===== src/rtl/frame_sync_pkg.sv =====
// Shared state encoding, default sync pattern and sizing helpers for the serial frame synchroniser.
package frame_sync_pkg;

    typedef enum logic [1:0] {
        HUNT    = 2'd0,
        CONFIRM = 2'd1,
        LOCKED  = 2'd2
    } state_t;

    localparam logic [4:0] SYNC_PAT_DEF = 5'h1c;

    function automatic int frame_bits(input int sync_w, input int words_pf, input int word_w);
        return sync_w + words_pf * word_w;
    endfunction

    // Bits needed to hold values 0..n-1, never less than one.
    function automatic int cnt_w(input int n);
        return (n <= 2) ? 1 : $clog2(n);
    endfunction

endpackage


===== src/rtl/frame_sync_bit_counter.sv =====
// Frame slot counter: slot 0 is the first payload bit after a sync, slot FRAME-1 the last bit of the next sync.
module frame_bit_counter
    import frame_sync_pkg::*;
#(
    parameter int FRAME    = 25,
    parameter int PAY_BITS = 20,
    parameter int WORD_W   = 5,
    parameter int SLOT_W   = 5
) (
    input  logic ClkIn,
    input  logic ClrIn,
    input  logic i_ena,
    input  logic i_clr,
    output logic o_word_end,
    output logic o_sync_end
);

    localparam int BIT_W = cnt_w(WORD_W);
    localparam logic [SLOT_W-1:0] SLOT_LAST = SLOT_W'(FRAME - 1);
    localparam logic [SLOT_W-1:0] PAY_V     = SLOT_W'(PAY_BITS);
    localparam logic [BIT_W-1:0]  BIT_LAST  = BIT_W'(WORD_W - 1);

    logic [SLOT_W-1:0] r_slot;
    logic [BIT_W-1:0]  r_bit;
    logic              w_in_pay;

    assign w_in_pay   = (r_slot < PAY_V);
    assign o_word_end = w_in_pay && (r_bit == BIT_LAST);
    assign o_sync_end = (r_slot == SLOT_LAST);

    // r_bit tracks the position inside the current payload word and rests at 0 across the sync field.
    always_ff @(posedge ClkIn or posedge ClrIn) begin
        if (ClrIn) begin
            r_slot <= '0;
            r_bit  <= '0;
        end else if (i_ena) begin
            if (i_clr || o_sync_end) begin
                r_slot <= '0;
                r_bit  <= '0;
            end else begin
                r_slot <= r_slot + 1'b1;
                r_bit  <= (w_in_pay && (r_bit != BIT_LAST)) ? r_bit + 1'b1 : '0;
            end
        end
    end

endmodule


===== src/rtl/serial_frame_sync.sv =====
// Serial frame synchroniser: hunts for the sync word, confirms alignment, deframes payload words
// and flywheels through isolated sync misses while locked.
module serial_frame_sync
    import frame_sync_pkg::*;
#(
    parameter int                SYNC_W   = 5,
    parameter logic [SYNC_W-1:0] SYNC_PAT = SYNC_W'(SYNC_PAT_DEF),
    parameter int                WORD_W   = 5,
    parameter int                WORDS_PF = 4,
    parameter int                LOCK_CNT = 2,
    parameter int                LOSS_CNT = 2
) (
    input  logic              ClkIn,
    input  logic              ClrIn,
    input  logic              BitIn,
    input  logic              BitEna,
    output logic [WORD_W-1:0] WordOut,
    output logic              WordValid,
    output logic              Locked,
    output logic              SyncErr,
    output logic [7:0]        FrameCnt
);

    localparam int FRAME    = frame_bits(SYNC_W, WORDS_PF, WORD_W);
    localparam int PAY_BITS = WORDS_PF * WORD_W;
    localparam int SLOT_W   = cnt_w(FRAME);
    localparam int FILL_W   = cnt_w(SYNC_W + 1);
    localparam int GOOD_W   = cnt_w(LOCK_CNT + 1);
    localparam int MISS_W   = cnt_w(LOSS_CNT + 1);

    localparam logic [FILL_W-1:0] FILL_FULL = FILL_W'(SYNC_W);
    localparam logic [FILL_W-1:0] FILL_THR  = FILL_W'(SYNC_W - 1);
    localparam logic [GOOD_W-1:0] GOOD_LIM  = GOOD_W'(LOCK_CNT);
    localparam logic [MISS_W-1:0] MISS_LIM  = MISS_W'(LOSS_CNT);

    state_t              r_state, w_state_nxt;
    logic [SYNC_W-2:0]   r_win;
    logic [FILL_W-1:0]   r_fill;
    logic [GOOD_W-1:0]   r_good, w_good_nxt;
    logic [MISS_W-1:0]   r_miss, w_miss_nxt;
    logic [WORD_W-2:0]   r_word;
    logic [WORD_W-1:0]   r_word_out;
    logic                r_word_valid, r_locked, r_sync_err;
    logic [7:0]          r_frame_cnt;

    logic [SYNC_W-1:0]   w_win;
    logic [WORD_W-1:0]   w_word;
    logic                w_match, w_word_end, w_sync_end;
    logic                w_clr_slot, w_sync_err, w_frame_inc;

    // The window compare includes the bit arriving this cycle.
    assign w_win   = {r_win, BitIn};
    assign w_word  = {r_word, BitIn};
    assign w_match = (w_win == SYNC_PAT) && (r_fill >= FILL_THR);

    frame_bit_counter #(
        .FRAME    (FRAME),
        .PAY_BITS (PAY_BITS),
        .WORD_W   (WORD_W),
        .SLOT_W   (SLOT_W)
    ) u_slot (
        .ClkIn      (ClkIn),
        .ClrIn      (ClrIn),
        .i_ena      (BitEna),
        .i_clr      (w_clr_slot),
        .o_word_end (w_word_end),
        .o_sync_end (w_sync_end)
    );

    always_ff @(posedge ClkIn or posedge ClrIn) begin
        if (ClrIn) r_state <= HUNT;
        else       r_state <= w_state_nxt;
    end

    always_comb begin
        w_state_nxt = r_state;
        w_good_nxt  = r_good;
        w_miss_nxt  = r_miss;
        w_clr_slot  = 1'b0;
        w_sync_err  = 1'b0;
        w_frame_inc = 1'b0;
        if (BitEna) begin
            case (r_state)
                HUNT: begin
                    if (w_match) begin
                        w_state_nxt = CONFIRM;
                        w_clr_slot  = 1'b1;
                        w_good_nxt  = '0;
                    end
                end
                CONFIRM: begin
                    if (w_sync_end) begin
                        if (w_match) begin
                            w_good_nxt = r_good + 1'b1;
                            if (w_good_nxt == GOOD_LIM) begin
                                w_state_nxt = LOCKED;
                                w_miss_nxt  = '0;
                            end
                        end else begin
                            w_state_nxt = HUNT;
                        end
                    end
                end
                LOCKED: begin
                    if (w_sync_end) begin
                        w_frame_inc = 1'b1;
                        if (w_match) begin
                            w_miss_nxt = '0;
                        end else begin
                            // Frame timing is kept; only repeated misses give up the lock.
                            w_sync_err = 1'b1;
                            w_miss_nxt = r_miss + 1'b1;
                            if (w_miss_nxt == MISS_LIM) w_state_nxt = HUNT;
                        end
                    end
                end
                default: w_state_nxt = HUNT;
            endcase
        end
    end

    always_ff @(posedge ClkIn or posedge ClrIn) begin
        if (ClrIn) begin
            r_win        <= '0;
            r_fill       <= '0;
            r_good       <= '0;
            r_miss       <= '0;
            r_word_out   <= '0;
            r_word_valid <= 1'b0;
            r_locked     <= 1'b0;
            r_sync_err   <= 1'b0;
            r_frame_cnt  <= '0;
        end else begin
            r_word_valid <= 1'b0;
            r_sync_err   <= w_sync_err;
            r_good       <= w_good_nxt;
            r_miss       <= w_miss_nxt;
            r_locked     <= (w_state_nxt == LOCKED);
            if (BitEna) begin
                r_win <= w_win[SYNC_W-2:0];
                if (r_fill != FILL_FULL) r_fill <= r_fill + 1'b1;
                if ((r_state == LOCKED) && w_word_end) begin
                    r_word_out   <= w_word;
                    r_word_valid <= 1'b1;
                end
                if (w_frame_inc) r_frame_cnt <= r_frame_cnt + 8'd1;
            end
        end
    end

    // Payload shifter carries data only, so it needs no reset.
    always_ff @(posedge ClkIn) begin
        if (BitEna) r_word <= w_word[WORD_W-2:0];
    end

    assign WordOut   = r_word_out;
    assign WordValid = r_word_valid;
    assign Locked    = r_locked;
    assign SyncErr   = r_sync_err;
    assign FrameCnt  = r_frame_cnt;

endmodule


===== config.mk =====
export PLATFORM = sky130hd
export DESIGN_NAME = serial_frame_sync
export DESIGN_NICKNAME = d
export VERILOG_FILES = /design/src/rtl/frame_sync_pkg.sv /design/src/rtl/frame_sync_bit_counter.sv /design/src/rtl/serial_frame_sync.sv
export SDC_FILE = /design/constraint.sdc
export NUM_CORES = 1
export LEC_CHECK = 0
export BUFFER_PORTS_ARGS = -buffer_cell sky130_fd_sc_hd__clkbuf_2
export CAP_MARGIN = 20
export CELL_PAD_IN_SITES_DETAIL_PLACEMENT = 0
export CELL_PAD_IN_SITES_GLOBAL_PLACEMENT = 2
export CORE_AREA = 2 2 82 69
export CTS_CLUSTER_DIAMETER = 200
export DETAILED_ROUTE_END_ITERATION = 8
export DIE_AREA = 0 0 84 71
export MAX_ROUTING_LAYER = met4
export PLACE_DENSITY = 0.83
export SYNTH_ARGS = -nofsm -noshare
export SYNTH_HDL_FRONTEND = slang
export SYNTH_SLANG_ARGS = --single-unit

===== constraint.sdc =====
create_clock -name ClkIn -period 2.2 [get_ports ClkIn]
set_clock_uncertainty 0.1 [all_clocks]
set_input_delay 0.66 -clock ClkIn [delete_from_list [all_inputs] [get_ports ClkIn]]
set_output_delay 0.66 -clock ClkIn [all_outputs]
set_load 0.05 [all_outputs]

==> results of run 1 <==
stage by stage:
stage	total power [mW]	worst slack, ns
final	1.88	0.237
after global routing	2.01	0.0749
after CTS	1.91	0.224
after detailed placement	1.33	0.228
after global placement	1.29	0.213
after floorplan	1.23	0.478
worst paths after layout:
path                                      endpoint  slack, ns  depth (start not counted)
min                        FrameCnt[7]$_DFFE_PP0P_       0.34                          3
min in group ClkIn             r_word[3]$_DFFE_PP_       0.36                          0
max in group asynchronous     r_win[2]$_DFFE_PP0P_       1.32                          3
max reg2reg                FrameCnt[7]$_DFFE_PP0P_       0.24                          6
min reg2reg                    r_word[3]$_DFFE_PP_       0.36                          0
max                        FrameCnt[7]$_DFFE_PP0P_       0.24                          6
power groups by stage:
stage               registers, mW  clock network, mW  logic [mW]
finish                      0.976              0.565       0.340
global route                0.993              0.618       0.398
CTS                         0.975              0.588       0.347
detailed placement          0.991                  0       0.343
global placement            0.975                  0       0.312
floorplan                   0.959                  0       0.274
layout make-up:
type / count / area, um2
Sequential cell: 41 / 1050
Fill cell: 502 / 3030
Clock inverter: 2 / 13.8
Clock buffer: 6 / 93.8
Multi-Input combinational cell: 102 / 762
Inverter: 13 / 48.8
Tap cell: 65 / 81.3
Timing Repair Buffer: 22 / 118
worst register-to-register path, cell delays in order (launching register included):
cell	delay, ns
dfrtp_1	0.42
inv_1	0.10
ha_1	0.14
and4b_1	0.38
and3_1	0.39
and3_1	0.22
xor2_1	0.14
layout by cell type, fill, tap and decap left out, types with 5 or more instances in the layout:
| master | count |
|---|---|
| nand4_1 | 7 |
| inv_1 | 13 |
| nand2_1 | 11 |
| clkbuf_8 | 5 |
| a21oi_1 | 6 |
| mux2_1 | 5 |
| ha_1 | 9 |
| clkbuf_2 | 19 |
| dfrtp_1 | 37 |
| xor2_1 | 5 |
| xnor2_1 | 6 |
| nor2_1 | 9 |
synth_stat cells (all sizes together):
cell | n | area, um2
dfrtp | 37 | 926
inv | 13 | 48.8
nand2 | 11 | 41.3
ha | 9 | 113
mux2 | 9 | 101
nor2 | 9 | 33.8
nand4 | 7 | 43.8
a21oi | 6 | 30.0
xnor2 | 6 | 52.6
and3 | 5 | 36.3
xor2 | 5 | 43.8
buf | 4 | 28.8
edfxtp | 4 | 120
o31ai | 4 | 30.0
nand4b | 3 | 26.3
o22ai | 3 | 18.8
a31o | 2 | 17.5
nand2b | 2 | 12.5
nor2b | 2 | 12.5
nor3 | 2 | 10.0
o21a | 2 | 15.0
a2111oi | 1 | 8.76
a221o | 1 | 10.0
a221oi | 1 | 15.0
a22oi | 1 | 7.51
a41oi | 1 | 8.76
and2 | 1 | 6.26
and4 | 1 | 8.76
and4b | 1 | 10.0
clkbuf | 1 | 3.75
mux2i | 1 | 10.0
nand3 | 1 | 5.00
nand3b | 1 | 7.51
nor4 | 1 | 6.26
o211ai | 1 | 7.51
or2 | 1 | 6.26
or3 | 1 | 6.26
logic make-up after synthesis:
group                    count (synthesis)  share of synthesized area, %
AO/OA/AOI/OAI                           23                          8.94
XOR/XNOR                                11                          5.10
adder cells (fa/ha/maj)                  9                          5.96
buffers and inverters                   18                          4.30
flip-flops                              41                          55.4
multiplexers                            10                          5.89
AND/OR/NAND/NOR                         49                          14.4
state kept, by name, summed over array words and instances (netlist names), 3 cells and up:
register       count
r_word             4
r_fill             3
u_slot.r_slot      5
u_slot.r_bit       3
WordOut            5
r_win              4
FrameCnt           8
metal layers:
layer | global-route usage, % | vias to the layer above | part of all wire, %
li1 | - | 628 | -
met1 | 17.2 | 621 | 47
met2 | 21.1 | 32 | 46
met3 | 3.73 | 8 | 5.0
met4 | 5.91 | 0 | 1.9
met5 | - | - | 0
==> results.cfg, run 1 <==
[setup_path]
crit_arrival_ns = 2.09
slowest_stage = dfrtp_1
reg2reg_from = u_slot.r_slot[0]$_DFFE_PP0P_
startpoint = u_slot.r_slot[0]$_DFFE_PP0P_
critical-path-max-stage-delay_ns = 0.42
worstPathMaxFanout = 9
path_cells = inv_1, ha_1, and4b_1, and3_1, and3_1, xor2_1
cpMostUsedCell = and3_1
cp.buffers_inverters = 1
crit_type = flop to flop
required_ns = 2.33
startpoint_type = flop
worstSetupEndpointType = flop
critPathTopFamily = simple AND/OR/NAND/NOR gates

[routing]
vias = 1289
antenna_left = 0
routedWlPerCell_um = 14.4
drc = 0
wirelength_um = 3610
viasPerCell = 5.14
drtIter0Drc = 81
dr.pass1.iters = 4

[power_and_ir_drop]
combPwrFrac_pct = 18.1
switching_power_mw = 0.565
pwr-share-seq_pct = 51.9
p_clk_share_pct = 30.0
p_int_mw = 1.32
p_leak_nw = 1.04
ir_drop_v = 0.000398
power.density_nw_per_um2 = 870
p_sw_share_pct = 30.0

[yosys]
ys_warn_count = 0
syn-cell-area_um2 = 1890
synth.avg_cell_area_um2 = 11.7
ys_ff_latch = 41
ys_seq_area_share_pct = 55.4
synth_nets = 174
synthCells = 161
ys_types = 41

[clocking]
clock_latency_ns = 0.30
path_clk_slew_ns = 0.09
cts_made_buffers = 5
clockBufferDepth = 2
clock-root-buffer = clkbuf_8
ctsHoldBuffers = 0
cts_tree = done
htreeDepth = 2
cts.sinks = 41
cts_setup_buffers = 0
cts_resized = 0

[global_routing]
grt-ovfl-total = 0
grt_usage_pct = 13.7
grt_pass1_wl_um = 6250
grt_pass1_vias = 1296
grt_max_degree = 38
grt_antenna_before_repair = 0

[die]
io_pins = 20
core_um2 = 5190
die_w_um = 84
initial_core_util_pct = 36.4
rows = 24
die-height_um = 71
die-area_um2 = 5960

[timing]
fmax_mhz = 510
slew_violations = 0
period_needed_ns = 1.96
fin_tns_setup_ns = 0
rsz0062_at_grt = no
slew_headroom_pct = 68.4
worst_pin_slew_ns = 0.474
finalSetupViolCount = 0
whs_ns = 0.340
finalHoldViolCount = 0
min_period_over_period_pct = 89.2

[layout]
diodes = 0
num-nets-final = 198
finalNonFillerCells = 251
areaGrowthSynthToFinish_pct = 14.5
fin_area_um2 = 2160
drive_gt1_share_pct = 19.4
post-route-util_pct = 41.6

[place]
hpwlAfterDp_um = 2700
gp_congestion = 0.802
dp.cells = 243
port-buffer-count = 19
dpl_cell_area_um2 = 2060

[worst_hold_path]
hp-class = input port to async pin

[flow_run]
drv_cap = 0

[status]
status = finished, final reports clean
(Power assumes the default switching activity.)
==> run 2, diff against run 1 <==
Settings changed: BUFFER_PORTS_ARGS -buffer_cell sky130_fd_sc_hd__clkbuf_2 to default, CAP_MARGIN 20 to 10, CORE_AREA 2 2 82 69 to 2 2 80 67, DIE_AREA 0 0 84 71 to 0 0 82 69, DONT_BUFFER_PORTS from default to 1, PLACE_DENSITY 0.83 to 0.81.
==> run 2 against run 1 <==
  * Utilization rose by 0.98 points
  * Worst hold slack got worse by 0.15 ns
  * Sequential power fell by 0.4%
  * Final area fell by 4.7%
==> results.cfg, run 2 (synthesis results as in run 1) <==
[timing]
finalSetupViolCount = 0
slew_headroom_pct = 58.7
slew_violations = 0
finalHoldViolCount = 0
fmax_mhz = 508
min_period_over_period_pct = 89.4
rsz0062_at_grt = no
fin_tns_setup_ns = 0
period_needed_ns = 1.97
worst_pin_slew_ns = 0.619

[routing]
drtIter0Drc = 41
antenna_left = 0
dr.pass1.iters = 4
vias = 1213
routedWlPerCell_um = 15.0
wirelength_um = 3460
drc = 0
viasPerCell = 5.27

[power_and_ir_drop]
pwr-share-seq_pct = 53.5
combPwrFrac_pct = 18.2
switching_power_mw = 0.539
p_leak_nw = 0.956
p_clk_share_pct = 28.2
power.density_nw_per_um2 = 881
ir_drop_v = 0.000371
p_int_mw = 1.28
p_sw_share_pct = 29.7

[global_routing]
grt_usage_pct = 13.8
grt_antenna_before_repair = 0
grt-ovfl-total = 0
grt_max_degree = 28
grt_pass1_vias = 1295
grt_pass1_wl_um = 5910

[die]
core_um2 = 4830
rows = 23
die_w_um = 82
die-area_um2 = 5660
io_pins = 20
initial_core_util_pct = 39.1
die-height_um = 69

[setup_path]
critPathTopFamily = simple AND/OR/NAND/NOR gates
worstSetupEndpointType = flop
crit_type = flop to flop
crit_arrival_ns = 2.02
worstPathMaxFanout = 9
startpoint = u_slot.r_slot[0]$_DFFE_PP0P_
critical-path-max-stage-delay_ns = 0.40
slowest_stage = dfrtp_1
path_cells = inv_1, ha_1, and4b_1, and3_1, nand4_1, xnor2_1
required_ns = 2.26
startpoint_type = flop
reg2reg_from = u_slot.r_slot[0]$_DFFE_PP0P_
cp.buffers_inverters = 1
reg2reg_slack_ns = 0.23

[place]
hpwlAfterDp_um = 2590
gp_congestion = 0.792
port-buffer-count = 0

[layout]
num-nets-final = 180
diodes = 0
final_common_cell = dfrtp_1
areaGrowthSynthToFinish_pct = 9.07
final_cell_mix = dfrtp_1 (37), inv_1 (13), nand2_1 (11)
post-route-util_pct = 42.6
largest_register_ffs = 8
drive_gt1_share_pct = 10.7

[clocking]
cts_resized = 0
clock_latency_ns = 0.29
ctsHoldBuffers = 0
clock-root-buffer = clkbuf_8
path_clk_slew_ns = 0.08
htreeDepth = 2
cts_setup_buffers = 0
cts.sinks = 41
cts_made_buffers = 5
cts_tree = done
clockBufferDepth = 2

[status]
status = finished, final reports clean

[flow_run]
drv_cap = 0

[worst_hold_path]
hp-class = input port to async pin
-- run 2: worst paths after layout --
kind	endpoint	cells after the start
min in group ClkIn	r_word[1]$_DFFE_PP_	0
worst max-delay path	FrameCnt[3]$_DFFE_PP0P_	6
worst max register to register	FrameCnt[3]$_DFFE_PP0P_	6
max in group asynchronous	u_slot.r_slot[4]$_DFFE_PP0P_	2
worst min register to register	r_word[1]$_DFFE_PP_	0
worst min-delay path	r_win[1]$_DFFE_PP0P_	2
-- run 2: final cells by class --
| type | instances | area (um2) |
|---|---|---|
| Clock buffer | 6 | 82.6 |
| Clock inverter | 2 | 13.8 |
| Fill cell | 469 | 2770 |
| Inverter | 13 | 48.8 |
| Multi-Input combinational cell | 102 | 762 |
| Sequential cell | 41 | 1050 |
| Tap cell | 62 | 77.6 |
| Timing Repair Buffer | 4 | 30.0 |
-- run 2: layer usage --
metal / part of all wire [%] / GRT usage, %
met3: 4.4 / 3.80
met4: 1.3 / 5.00
met2: 48 / 20.4
met5: 0 / -
met1: 46 / 18.1
-- run 2: power by group through the flow --
stage / Sequential [mW] / Clock [mW] / Combinational (mW)
5_1_grt: 0.988 / 0.561 / 0.382
3_3_place_gp: 0.978 / 0 / 0.305
4_1_cts: 0.974 / 0.538 / 0.336
2_1_floorplan: 0.959 / 0 / 0.274
3_5_place_dp: 0.990 / 0 / 0.334
6_report: 0.972 / 0.513 / 0.331
-- run 2: per-stage QoR --
| stage | cell area [um2] | cells | power, mW | setup WS [ns] | hold slack [ns] |
|---|---|---|---|---|---|
| after global placement | 1960 | 222 | 1.28 | 0.299 | 0.327 |
| final | 2060 | 230 | 1.82 | 0.232 | 0.187 |
| after floorplan | 1890 | 161 | 1.23 | 0.478 | 0.319 |
| after detailed placement | 1960 | 222 | 1.32 | 0.244 | 0.331 |
| after CTS | 2060 | 230 | 1.85 | 0.226 | 0.186 |
| after global routing | 2060 | 230 | 1.93 | 0.0762 | 0.191 |
==> run 3, diff against run 2 <==
Settings changed: ABC_AREA from default to 1, CORE_AREA 2 2 80 67 to 2 2 85 71, DIE_AREA 0 0 82 69 to 0 0 87 73, PLACE_DENSITY 0.81 to 0.85.
Clock period 2.2 ns to 1.9 ns, I/O delays scaled along.
==> run 3 against run 2 <==
  * Critical path depth fell by 6
  * Largest cell class unchanged
  * Worst hold slack improved by 0.081 ns
  * Largest power group unchanged
  * Clock power rose by 36%
  * Via count rose by 19%
  * Register-to-register slack better by 0.14 ns
==> results.cfg, run 3 <==
[status]
status = finished, final reports clean

[yosys]
ys_ff_latch = 41
async_flop_share_pct = 90.2
synth_common_cells = nand2_1 (65), dfrtp_1 (37), inv_1 (20), nor2_1 (14), ha_1 (9)
synth_top_area_share_pct = 44.3
synth_top_family_by_area = simple AND/OR/NAND/NOR gates
synth_fa_ha_area_share_pct = 5.39
synth_nets = 242
syn-cell-area_um2 = 2090
synth_area_leader_cell = dfrtp_1
yosysMostFrequentCell = nand2_1
ys_types = 34
synth-main-ff-cell = dfrtp_1
synth.avg_cell_area_um2 = 9.13
yosys.area_share.simple_pct = 27.5
synth_edf_count = 4
ys_seq_area_share_pct = 50.0
muxShareOfSynthArea_pct = 0
synthCells = 229
synth_compound_area_share_pct = 5.09
synthTopCellsByArea = dfrtp_1 (44%), nand2_1 (12%), edfxtp_1 (5.7%)
ys_warn_count = 0
synth_xor_area_share_pct = 6.16

[routing]
antenna_left = 0
drtIter0Drc = 88
wirelength_um = 3640
vias = 1441
routedWlPerCell_um = 11.8
dr.pass1.iters = 4
viasPerCell = 4.66
drc = 0

[clocking]
cts_tree = done
htreeDepth = 2
cts.sinks = 41
cts_setup_buffers = 0
cts_made_buffers = 5
path_clk_slew_ns = 0.08
clock_latency_ns = 0.29
clockBufferDepth = 2
clock-root-buffer = clkbuf_8

[timing]
slew_headroom_pct = 60.3
worst_pin_slew_ns = 0.595
finalSetupViolCount = 0
rsz0062_at_grt = no
period_needed_ns = 1.69
fmax_mhz = 590
fin_tns_setup_ns = 0
finalHoldViolCount = 0
slew_violations = 0
min_period_over_period_pct = 89.2

[die]
die-height_um = 73
die_w_um = 87
core_um2 = 5600
io_pins = 20
rows = 25
initial_core_util_pct = 37.3
die-area_um2 = 6350

[power_and_ir_drop]
p_leak_nw = 1.17
power.density_nw_per_um2 = 1190
ir_drop_v = 0.000392

[worst_hold_path]
min_delay_worst_endpoint = r_word[0]$_DFFE_PP_
hold_path.startpoint = BitIn
hold_depth = 0
hp-class = input port to flop

[global_routing]
grt.busiest_layer = met2
grt_antenna_before_repair = 0
grt_pass1_wl_um = 6420
met3_usage_pct = 3.96
met1_usage_pct = 17.5
grt-ovfl-total = 0
grt_usage_pct = 13.4
met2_usage_pct = 19.5
grt_pass1_vias = 1387
grt_max_degree = 35

[layout]
regArea_um2 = 1050
diodes = 0
multi_input_area_um2 = 923
final_cell_mix = nand2_1 (65), dfrtp_1 (37), inv_1 (20)
final_common_cell = nand2_1
areaGrowthSynthToFinish_pct = 12.0
num-nets-final = 254
largest_register_ffs = 8
fillers = 566
drive_gt1_share_pct = 18.6
fin_area_um2 = 2340

[setup_path]
required_ns = 1.23
worstSetupEndpointType = output port
startpoint_type = flop
reg2reg_from = u_slot.r_slot[1]$_DFFE_PP0P_
ff2ff_path_depth = 9
reg2reg_slack_ns = 0.37
crit_type = flop to output port
r2r_end = r_miss[1]$_DFFE_PP0P_
worstPathMaxFanout = 5
crit_arrival_ns = 1.02

[place]
gp_congestion = 0.833
hpwlAfterDp_um = 2670
port-buffer-count = 0
dpl_cell_area_um2 = 2220

[flow_run]
drv_cap = 0
-- run 3: how the worst max path moves through the flow --
stage	cells after the start	endpoint	startpoint
detailed placement	6	r_good[0]$_DFFE_PP0P_	BitIn
finish	0	FrameCnt[5]	FrameCnt[5]$_DFFE_PP0P_
floorplan	5	FrameCnt[6]$_DFFE_PP0P_	FrameCnt[1]$_DFFE_PP0P_
CTS	0	FrameCnt[5]	FrameCnt[5]$_DFFE_PP0P_
global route	0	FrameCnt[5]	FrameCnt[5]$_DFFE_PP0P_
global placement	6	r_good[0]$_DFFE_PP0P_	BitIn
-- run 3: stage by stage --
stage	utilization [%]	total power, mW	cells	worst slack (ns)	hold slack, ns
2_1_floorplan	-	1.95	229	0.339	0.318
3_3_place_gp	39.7	2.11	300	0.349	0.276
3_5_place_dp	39.7	2.11	300	0.355	0.277
4_1_cts	41.8	2.82	309	0.189	0.257
5_1_grt	41.8	2.98	309	0.173	0.248
6_report	41.8	2.78	309	0.205	0.268
-- run 3: final cells by class --
class	count	share of cell area (%)
Clock buffer	5	2.94
Tap cell	67	3.58
Multi-Input combinational cell	158	39.4
Clock inverter	3	1.76
Timing Repair Buffer	7	2.89
Sequential cell	41	44.7
Inverter	28	4.70
-- run 3: per-layer routing --
layer,vias up,share of wire (%)
met2,28,44
met5,-,0
li1,743,-
met4,0,1.6
met3,5,4.2
met1,665,50
-- run 3: cell families (layout without fill, tap and decap cells) --
logic type / count (synthesis) / after routing
simple gates: 118 / 118
flops: 41 / 41
xor+xnor: 13 / 13
compound gates: 18 / 18
fa+ha+maj: 9 / 9
buf+inv: 30 / 43
-- run 3: where the power goes --
group	leakage, nW	switching (mW)	total, mW	internal, mW
clock	0.0518	0.310	0.697	0.387
sequential	0.511	0.320	1.40	1.08
combinational	0.607	0.414	0.683	0.269
total	1.17	1.04	2.78	1.73
-- run 3: repair_timing --
item,in CTS,in global routing
endpoints found under the hold margin,3,0
hold buffers,1,0
resized for setup,0,0
